[config.mk]
export PLATFORM = sky130hd
export DESIGN_NAME = player_motion
export DESIGN_NICKNAME = d
export VERILOG_FILES = /design/src/rtl/player_motion.sv
export SDC_FILE = /design/constraint.sdc
export NUM_CORES = 1
export LEC_CHECK = 0
export ABC_AREA = 1
export CORE_ASPECT_RATIO = 1.25
export CORE_MARGIN = 2
export CORE_UTILIZATION = 29
export DETAILED_ROUTE_END_ITERATION = 7
export GPL_TIMING_DRIVEN = 0
export PLACE_DENSITY = 0.5
export SLEW_MARGIN = 20
export SYNTH_ARGS = -nofsm -noshare
export SYNTH_HDL_FRONTEND = slang
export SYNTH_SLANG_ARGS = --single-unit
export TNS_END_PERCENT = 20
[constraint.sdc]
create_clock -name clk -period 6.6 [get_ports clk]
set_clock_uncertainty 0.15 [all_clocks]
set_input_delay 0.99 -clock clk [delete_from_list [all_inputs] [get_ports clk]]
set_output_delay 0.99 -clock clk [all_outputs]
set_load 0.05 [all_outputs]
[src/rtl/player_motion.sv]
// player_motion: keyboard-driven sprite position with tick-paced acceleration.
// Keys are sampled only on the movement tick. Holding the same direction
// ramps the step size up to MAX_STEP. Changing direction restarts the step
// at 1. The position is clamped to the configured bounds.
//
// state | meaning
// ------+-----------------------------------------------
// IDLE  | no direction on the last tick, speed 0
// MOVE  | direction held, speed ramps toward MAX_STEP
module player_motion #(
    parameter int W        = 10,
    parameter int TICK_DIV = 500000,
    parameter int MAX_STEP = 4,
    parameter int X_MIN    = 0,
    parameter int X_MAX    = 639,
    parameter int Y_MIN    = 0,
    parameter int Y_MAX    = 479,
    parameter int START_X  = 10,
    parameter int START_Y  = 10
) (
    input  logic         clk,
    input  logic         reset,
    input  logic         ctrl_up,
    input  logic         ctrl_down,
    input  logic         ctrl_left,
    input  logic         ctrl_right,
    output logic [W-1:0] player_x,
    output logic [W-1:0] player_y,
    output logic [3:0]   speed,
    output logic         moving,
    output logic         tick
);

    localparam int CW = (TICK_DIV > 1) ? $clog2(TICK_DIV) : 1;
    localparam logic [CW-1:0]       TC     = CW'(TICK_DIV - 1);
    localparam logic [3:0]          MAX_S  = 4'(MAX_STEP);
    localparam logic signed [W+1:0] XMIN_S = (W+2)'(X_MIN);
    localparam logic signed [W+1:0] XMAX_S = (W+2)'(X_MAX);
    localparam logic signed [W+1:0] YMIN_S = (W+2)'(Y_MIN);
    localparam logic signed [W+1:0] YMAX_S = (W+2)'(Y_MAX);

    typedef enum logic {IDLE, MOVE} state_t;

    state_t        state_q, state_d;
    logic [CW-1:0] cnt_q;
    logic [W-1:0]  x_q, y_q, x_d, y_d;
    logic [3:0]    speed_q, speed_d;
    logic [3:0]    dir_q, dir_d;
    logic [1:0]    dx, dy;

    logic signed [W+1:0] spd_s, step_x, step_y, nx, ny;

    assign tick     = (cnt_q == TC);
    assign player_x = x_q;
    assign player_y = y_q;
    assign speed    = speed_q;
    assign moving   = (state_q == MOVE);

    // Two-bit signed axis directions: 01 = +1, 11 = -1, opposing keys give 00.
    assign dx    = {ctrl_left & ~ctrl_right, ctrl_left ^ ctrl_right};
    assign dy    = {ctrl_up & ~ctrl_down, ctrl_up ^ ctrl_down};
    assign dir_d = {dx, dy};

    // Next FSM state and step size for the current key sample.
    always_comb begin
        state_d = state_q;
        speed_d = speed_q;
        if (dir_d == 4'b0000) begin
            state_d = IDLE;
            speed_d = 4'd0;
        end else if (state_q == MOVE && dir_d == dir_q) begin
            state_d = MOVE;
            speed_d = (speed_q >= MAX_S) ? MAX_S : speed_q + 4'd1;
        end else begin
            state_d = MOVE;
            speed_d = 4'd1;
        end
    end

    // Candidate coordinates in widened signed arithmetic, then clamped to bounds.
    always_comb begin
        spd_s  = $signed({{(W-2){1'b0}}, speed_d});
        step_x = (dx == 2'b01) ? spd_s : (dx == 2'b11) ? -spd_s : '0;
        step_y = (dy == 2'b01) ? spd_s : (dy == 2'b11) ? -spd_s : '0;
        nx     = $signed({2'b00, x_q}) + step_x;
        ny     = $signed({2'b00, y_q}) + step_y;
        if (nx < XMIN_S)      nx = XMIN_S;
        else if (nx > XMAX_S) nx = XMAX_S;
        if (ny < YMIN_S)      ny = YMIN_S;
        else if (ny > YMAX_S) ny = YMAX_S;
        x_d = nx[W-1:0];
        y_d = ny[W-1:0];
    end

    // Free-running tick divider; restarts from zero on reset.
    always_ff @(posedge clk) begin
        if (reset)     cnt_q <= '0;
        else if (tick) cnt_q <= '0;
        else           cnt_q <= cnt_q + CW'(1);
    end

    // FSM, speed and position: change only on the tick edge; reset wins.
    always_ff @(posedge clk) begin
        if (reset) begin
            state_q <= IDLE;
            speed_q <= 4'd0;
            dir_q   <= 4'd0;
            x_q     <= W'(START_X);
            y_q     <= W'(START_Y);
        end else if (tick) begin
            state_q <= state_d;
            speed_q <= speed_d;
            dir_q   <= dir_d;
            x_q     <= x_d;
            y_q     <= y_d;
        end
    end

endmodule

## After elaboration in Yosys (flattened, before gate mapping)

Index checks and enable logic that the tools add are counted.

- Register bits after elaboration: 48
- Input bits: 6

- Equality and inequality tests: 6
- Muxes and demuxes: 12
- Bitwise operators: 6
- Reduce and logical (&&, ||, !) cells: 3
- $add $sub $neg: 5
- $lt $le $gt $ge: 5

Operators by type and width:

| cell | count |
|---|---|
| $mux 12 | 4 |
| $mux 10 | 4 |
| $add 11x12->12 | 2 |
| $lt 12x1->1 const B | 2 |
| $add 19x1->19 const B | 1 |
| $eq 19x19->1 const B | 1 |
| $gt 12x10->1 const B | 1 |
| $gt 12x11->1 const B | 1 |
| $mux 4 | 3 |
| $neg 4->12 | 1 |
| $add 4x1->4 const B | 1 |
| $eq 2x1->1 const B | 2 |
| $eq 2x2->1 const B | 2 |
| $eq 4x4->1 | 1 |
| $ge 4x3->1 const B | 1 |
| $logic_not 4->1 | 1 |
| $and 1x1->1 | 2 |
| $not 1->1 | 2 |
| $reduce_or 2->1 | 1 |
| $xor 1x1->1 | 2 |
| $logic_and 1x1->1 | 1 |
| $mux 1 | 1 |

## Longest topological paths before layout

Gate-level depths: netlist (run 1).

- Depth after elaboration: 13
- Gate-level depth with buffers: 30
- Mapped depth without buffers: 30

## Least setup slack after synthesis (run 1)

OpenSTA, ideal clock, no wires.

- Path type: in2reg
- Start point: in ctrl_up
- End point: reg y_q[8], in the netlist player_y[8]
- Cell stages on the path: 25
- Slack: 2.316 ns
- Required time: 6.337 ns
- Data arrival time: 4.021 ns
- Cell sequence: inv_1 -> ha_1 -> nand2_1 -> nand2_1 -> nor2_1 -> and2_2 -> nand2_1 -> inv_1 -> nand4_1 -> ha_1 -> xnor2_1 -> o22ai_1 -> ha_1 -> nand2_1 -> nand3_2 -> nand2_1 -> nand2_1 -> nand2_1 -> nand2_2 -> xor2_4 -> nand3_2 -> nand2_1 -> nand2_1 -> nand2_1 -> nand2_1

- Word-level cells in the longest chain between the ends: 12
- Elaborated cells between the ends (all ways): 17
- Classes of those cells: add/sub: 2; order compare: 2; eq/ne: 3; mux: 6; bitwise: 2; reduce/logical: 2

RTL lines:

| element | RTL line | source |
|---|---|---|
| start: declaration | 23 | `input logic ctrl_up,` |
| $xor 1x1->1 / $and 1x1->1 (equally long branches) | 61 | `assign dy = {ctrl_up & ~ctrl_down, ctrl_up ^ ctrl_down};` |
| $eq 4x4->1 | 71 | `end else if (state_q == MOVE && dir_d == dir_q) begin` |
| $logic_and 1x1->1 | 71 |  |
| $mux 4 | 71 |  |
| $mux 4 | 68 | `if (dir_d == 4'b0000) begin` |
| $neg 4->12 | 84 | `step_y = (dy == 2'b01) ? spd_s : (dy == 2'b11) ? -spd_s : '0;` |
| $mux 12 | 84 |  |
| $mux 12 * | 84 |  |
| $add 11x12->12 * | 86 | `ny = $signed({2'b00, y_q}) + step_y;` |
| $gt 12x10->1 | 90 | `else if (ny > YMAX_S) ny = YMAX_S;` |
| $mux 10 | 90 |  |
| $mux 10 * | 89 | `if (ny < YMIN_S) ny = YMIN_S;` |
| end signal: assignment | 109 | `y_q <= W'(START_Y);` |
| end signal: assignment | 115 | `y_q <= y_d;` |
| end: declaration | 46 | `logic [W-1:0] x_q, y_q, x_d, y_d;` |

Mark *: on every way between the ends. The rest lies on a longest branch, timed or not.
A chain may end at the register's enable or synchronous reset.

## Final worst setup path (run 1)

Ends and elaborated chain as after synthesis.

==> results of run 1 <==
==> power by group <==
| group | switching, W | leakage [nW] | internal [W] |
|---|---|---|---|
| clock | 0.000121 | 0.0772 | 0.000152 |
| sequential | 0.000000866 | 0.387 | 0.000291 |
| combinational | 0.0000577 | 1.54 | 0.0000319 |
==> state kept, by name (all words and copies together) (netlist names) <==
register,flops
cnt_q,19
player_x,10
player_y,10
dir_q,4
speed,4
moving,1
==> worst max-delay path by stage <==
stage / startpoint / endpoint / slack (ns) / cells past startpoint
floorplan: ctrl_up / player_y[8] / 2.32 / 25
global placement: ctrl_up / player_y[8] / 1.12 / 26
detailed placement: ctrl_left / player_y[8] / 1.03 / 27
CTS: ctrl_left / player_y[8] / 1.35 / 27
global route: ctrl_left / player_y[8] / 1.04 / 27
finish: ctrl_up / player_y[8] / 1.39 / 26
==> synthesized netlist by cell type, drive strengths merged <==
cell / number / area [um^2]
inv: 90 / 338
nand4: 14 / 103
or2: 1 / 6.26
and2: 1 / 7.51
xnor2: 6 / 52.6
nand2: 166 / 646
nor4: 2 / 27.5
ha: 30 / 375
a21oi: 27 / 154
o22ai: 5 / 31.3
xor2: 6 / 71.3
nor3: 9 / 50.1
dfxtp: 48 / 961
nor2: 51 / 211
nand3: 54 / 290
o21bai: 1 / 7.51
o21ai: 23 / 119
conb: 1 / 3.75
buf: 4 / 31.3
fa: 2 / 40.0
nor3b: 4 / 30.0
nand3b: 2 / 15.0
and3: 1 / 6.26
clkinv: 1 / 3.75
==> kinds of logic (layout without fill, tap and decap cells) <==
| family | after synthesis | after routing | share of synthesized area |
|---|---|---|---|
| DFF | 48 | 48 | 0.268 |
| xor gates and xnor gates | 12 | 12 | 0.0346 |
| AOI/OAI and AO/OA | 56 | 56 | 0.0870 |
| other | 1 | 1 | 0.00105 |
| adders and majority gates | 32 | 32 | 0.116 |
| and+or+nand+nor | 305 | 305 | 0.389 |
| buffers and inverters | 95 | 134 | 0.104 |
==> layer usage <==
metal / global-route usage / part of all wire
met1: 0.186 / 0.46
met2: 0.256 / 0.50
met3: 0.0262 / 0.033
met4: 0.0325 / 0.0098
met5: 0 / 0
==> layout make-up <==
| class | instances | area (um^2) | share of cell area |
|---|---|---|---|
| buffer | 4 | 31.3 | 0.00736 |
| clock buffer | 6 | 139 | 0.0327 |
| clock inverter | 2 | 13.8 | 0.00324 |
| inverter | 91 | 342 | 0.0804 |
| multi-input combinational | 406 | 2250 | 0.529 |
| sequential | 48 | 961 | 0.226 |
| tap | 164 | 205 | 0.0483 |
| timing repair buffer | 31 | 310 | 0.0730 |
==> cells in the final DEF, fill, tap and decap left out, types with 2 or more instances in the layout <==
cell               n
ha_1              30
fa_1               2
clkbuf_16          5
xnor2_1            6
clkdlybuf4s50_1   31
nor3b_1            4
o21ai_0           19
xor2_1             5
inv_2              3
nand3_2            4
o22ai_1            5
dfxtp_1           48
inv_1             87
nor2_1            47
o21ai_1            3
nand3_1           50
nand4_1           13
buf_4              2
nand2_2            6
nand3b_1           2
nand2_1          159
a21oi_2            2
nor2_2             2
a21oi_1           24
nor2_4             2
nor3_1             8
==> critical path: cells and delay by family <==
kind                     cells  cell delay (ns)
XOR/XNOR                     2             0.50
adder cells (fa/ha/maj)      3             1.12
AO/OA/AOI/OAI                1             0.13
AND/OR/NAND/NOR             17             1.86
buffers and inverters        3             0.65
==> per-stage QoR <==
stage                      util  std cells  cell area (um^2)  power [W]
after floorplan               -        549              3580   0.000365
after global placement    0.338        744              4100   0.000388
after detailed placement  0.338        744              4100   0.000389
after CTS                 0.351        752              4250   0.000669
after global routing      0.351        752              4250   0.000692
final                     0.351        752              4250   0.000655
==> summary.md, run 1 <==
| Metric | Value |
|---|---|
| Outcome | `completed` |
| # setup viols final | `0` |
| Peak supply drop | `0.111 mV` |
| Die Area | `13300 um^2` |
| Core area | `12100 um^2` |
| Slew HR | `0.658` |
| Leak | `between 2 and 2.5 nW` |
| Final hold vios | `0` |
| Min cycle time layout | `approximately 5.2 ns` |
| CP dominant cell by count | `nand2_1` |
| DIE HEIGHT | `between 100 and 150 um` |
| CP Class | `input port to flip-flop` |
| GRT Util Overall | `0.147` |
| DRT iter0 DRCs | `between 80 and 90` |
| Slowest cell on crit path | `clkdlybuf4s50_1` |
| Count of input and output buffers | `31` |
| Vias per cell | `4.56` |
| Fin nets | `roughly 630` |
| Cell Pwr Density | `154 nW/um^2` |
| FF-to-FF Start | `dir_q[0]` |
| Worst Path Max Fanout | `6` |
| Path depth of the worst reg2reg path | `23` |
| Distinct cells, synth | `40` |
| Syn avg cell area | `6.52 um^2` |
| CTS Buf Count | `5` |
| N_diodes | `0` |
| Startpoint types | `input port` |
| Clk sinks | `between 40 and 50` |
| R2r endpoint | `player_y[8]` |
| Final Max Tran Viols | `0` |
| Pre-antenna DRT Iters | `4` |
| Max Freq | `192 MHz` |
| DRC Markers | `0` |
| Post-CTS Resized | `0` |
| CP arrival | `5.26 ns` |
| Max Cap Violations | `0` |
| WHS Endpoint | `cnt_q[0]` |
| Clk slew on worst S/H paths | `0.07 ns` |
| Unrepaired setup endpoints after global routing | `false` |
| Clk buf depth | `2` |
| Final worst slack | `1.39 ns` |
| Synth-to-Final Area Change | `18.7%` |
| Min Hold Slack | `a little over 0.3 ns` |
| Layout cells sized above 1 | `0.0680` |
| Synthesized cell area | `~3600 um^2` |
| Filler Cell Count | `about 1300` |
| DR WL/cell | `around 12 um` |
| RePlAce Congestion | `0.885` |
| Pin count of the biggest net entering global routing | `16` |
| Sequential fraction of the synthesis area | `0.268` |
| Hold path cells | `1` |
| Vias in the first global route | `about 3300` |
| Post-route ant nets | `0` |
| Vias | `3432` |
| Final wirelength | `a little over 9 mm` |
| Clock root cell | `clkbuf_16` |
| Gr ovfl total | `0` |
| Worst R2R Setup Slack | `2.72 ns` |
| Chip Width | `103 um` |
| Synth Instances | `approximately 550` |
| HP Start | `cnt_q[0]` |
| Max incr delay on CP | `~0.53 ns` |
| Htree depth | `2` |
| First-pass GRT wire length | `between 15 and 20 mm` |
| Number of synthesis warnings | `0` |
| Req. time, crit path | `6.65 ns` |
| CP Capture Type | `flip-flop` |
| Hold Buf Count CTS | `0` |
| Post-detail-place hpwl | `7.18 mm` |
| Worst-margin pin slew | `0.511 ns` |
| Starting Density | `0.296` |
| Post-synthesis register bit count | `48` |
| Setup Fix Bufs, Post-CTS | `0` |
| Setup TNS | `0 ns` |
| Post-Synthesis Net Count | `587` |
| Top-Level Pins | `32` |
| Pre-CTS setup slack | `between 1 and 1.5 ns` |
| Worst hold path class | `flip-flop to flip-flop` |
| Period Utilization, post-route | `0.790` |
| Clock Latency Late Sink | `just under 0.3 ns` |
| TritonCTS clock tree | `done` |
| Initial antenna violation count | `0` |
| # rows | `45` |
Power figures use the tool's default switching activity.
==> run 2, diff against run 1 <==
==> constraint.sdc (replaced) <==
create_clock -name clk -period 5.1 [get_ports clk]
set_clock_uncertainty 0.15 [all_clocks]
set_input_delay 0.765 -clock clk [delete_from_list [all_inputs] [get_ports clk]]
set_output_delay 0.765 -clock clk [all_outputs]
set_load 0.05 [all_outputs]
==> run 2 against run 1 <==
Core utilization increased by 0.33 points. Non-clock buffer count increased by 1. Via count increased by 0.12%. Critical endpoint unchanged. Highest routed layer unchanged.
==> summary.md, run 2 (synthesis results as in run 1) <==
| Metric | Value |
|---|---|
| Max Freq | `roughly 210 MHz` |
| Die Area | `13300 um^2` |
| Synth-to-Final Area Change | `19.8%` |
| Fin nets | `626` |
| Placed cell area | `between 4000 and 5000 um^2` |
| Gr ovfl total | `0` |
| Worst Path Max Fanout | `6` |
| Outcome | `completed` |
| Design area | `4290 um^2` |
| CP arrival | `slightly below 5 ns` |
| Pin count of the biggest net entering global routing | `16` |
| Most flop-heavy register | `cnt_q` |
| Clk buf depth | `2` |
| Max Cap Violations | `0` |
| Path depth of the worst reg2reg path | `24` |
| Layout cells sized above 1 | `0.0730` |
| Peak supply drop | `around 0.14 mV` |
| # setup viols final | `0` |
| Clk slew on worst S/H paths | `~0.070 ns` |
| Min cycle time layout | `around 4.8 ns` |
| Largest register FFs | `19` |
| Period Utilization, post-route | `0.938` |
| Leak | `slightly above 2 nW` |
| Clock Latency Late Sink | `around 0.30 ns` |
| DR WL/cell | `12.2 um` |
| Vias in the first global route | `around 3300` |
| Pre-antenna DRT Iters | `4` |
| Worst-margin pin slew | `approximately 0.51 ns` |
| CP Class | `input port to flip-flop` |
| Req. time, crit path | `about 5.2 ns` |
| Post-route ant nets | `0` |
| DRT iter0 DRCs | `103` |
| N_diodes | `0` |
| Initial antenna violation count | `0` |
| First-pass GRT wire length | `about 15 mm` |
| Post-detail-place hpwl | `7.18 mm` |
| Starting Density | `0.296` |
| Count of input and output buffers | `31` |
| Hold path cells | `1` |
| CTS Buf Count | `5` |
| Final wirelength | `between 9 and 10 mm` |
| Core area | `12100 um^2` |
| Vias | `3436` |
| Most frequent cells in the layout | `159 x nand2_1, 87 x inv_1, 49 x nand3_1, 48 x dfxtp_1, 47 x nor2_1` |
| Clock root cell | `clkbuf_16` |
| Finished Core Util | `0.354` |
| Commonest non-fill, non-tap cell in the layout | `nand2_1` |
| DRC Markers | `0` |
| Vias per cell | `around 4.6` |
| GRT Util Overall | `0.147` |
| RePlAce Congestion | `0.885` |
| Chip Width | `103 um` |
| Top-Level Pins | `32` |
| Slew HR | `0.658` |
| Htree depth | `2` |
| TritonCTS clock tree | `done` |
| Final Max Tran Viols | `0` |
| Startpoint types | `input port` |
| DIE HEIGHT | `128 um` |
| Worst hold path class | `flip-flop to flip-flop` |
| Final hold vios | `0` |
| CP Capture Type | `flip-flop` |
| Clk sinks | `48` |
| # rows | `between 40 and 50` |
| Cell Pwr Density | `about 200 nW/um^2` |
## run 2: changes by cell type in the layout (fill, tap and decap cells not counted)
cell | previous run | this run
buf_4 | 2 | 3
ha_1 | 30 | 29
ha_4 | 0 | 1
nand3_1 | 50 | 49
nand3_4 | 0 | 1
o21ai_2 | 1 | 0
o21ai_4 | 0 | 1
## run 2: worst max-delay path: stages
cell	delay, ns
clkdlybuf4s50_1	0.53
inv_1	0.06
ha_1	0.34
nand2_1	0.09
nand2_1	0.05
nor2_1	0.19
and2_2	0.18
nand2_1	0.09
inv_1	0.07
nand4_1	0.07
buf_4	0.17
ha_4	0.19
xnor2_1	0.22
o22ai_1	0.13
ha_1	0.41
nand3_1	0.12
nand3_2	0.10
nand2_1	0.08
nand2_1	0.13
nand2_1	0.08
nand2_2	0.10
xor2_4	0.26
nand3_4	0.14
nand2_1	0.11
nand2_1	0.05
nand2_1	0.06
nand2_1	0.04
## run 2: metal layers
metal | up-vias | part of all wire | GRT usage
met4 | 0 | 0.0097 | 0.0325
li1 | 1835 | - | -
met3 | 6 | 0.029 | 0.0262
met2 | 38 | 0.50 | 0.256
met5 | - | 0 | 0
met1 | 1557 | 0.47 | 0.186
## run 2: power by group
group | internal [W] | switching, W
clock | 0.000197 | 0.000157
combinational | 0.0000434 | 0.0000761
sequential | 0.000376 | 0.00000112
## run 2: metrics by stage
step                      TNS [ns]  instances  hold slack (ns)  worst slack, ns  power [W]
after detailed placement     -2.53        744            0.288           -0.246   0.000503
final                            0        753            0.304            0.318   0.000851
after CTS                        0        752            0.304           0.0708   0.000866
after floorplan                  0        549            0.262             1.04   0.000473
after global routing       -0.0184        753            0.331          -0.0126   0.000899
after global placement       -1.22        744            0.275           -0.154   0.000502
## run 2: cell type report
type	count	area, um^2
fill	1322	7820
multi-input combinational	406	2280
sequential	48	961
inverter	91	342
timing repair buffer	32	318
tap	164	205
clock buffer	6	139
buffer	4	31.3
clock inverter	2	13.8
## run 2: worst paths after layout
path | start | to | slack [ns]
max reg2reg | dir_q[0] | player_y[8] | 1.42
min | cnt_q[0] | cnt_q[0] | 0.30
max | ctrl_up | player_y[8] | 0.32
min reg2reg | cnt_q[0] | cnt_q[0] | 0.30
## run 2: what timing repair did
item,CTS,global route
hold buffers,0,0
buffers inserted,0,1
hold endpoints to repair,0,0
endpoints found under the setup margin,0,19
resized for setup,0,5
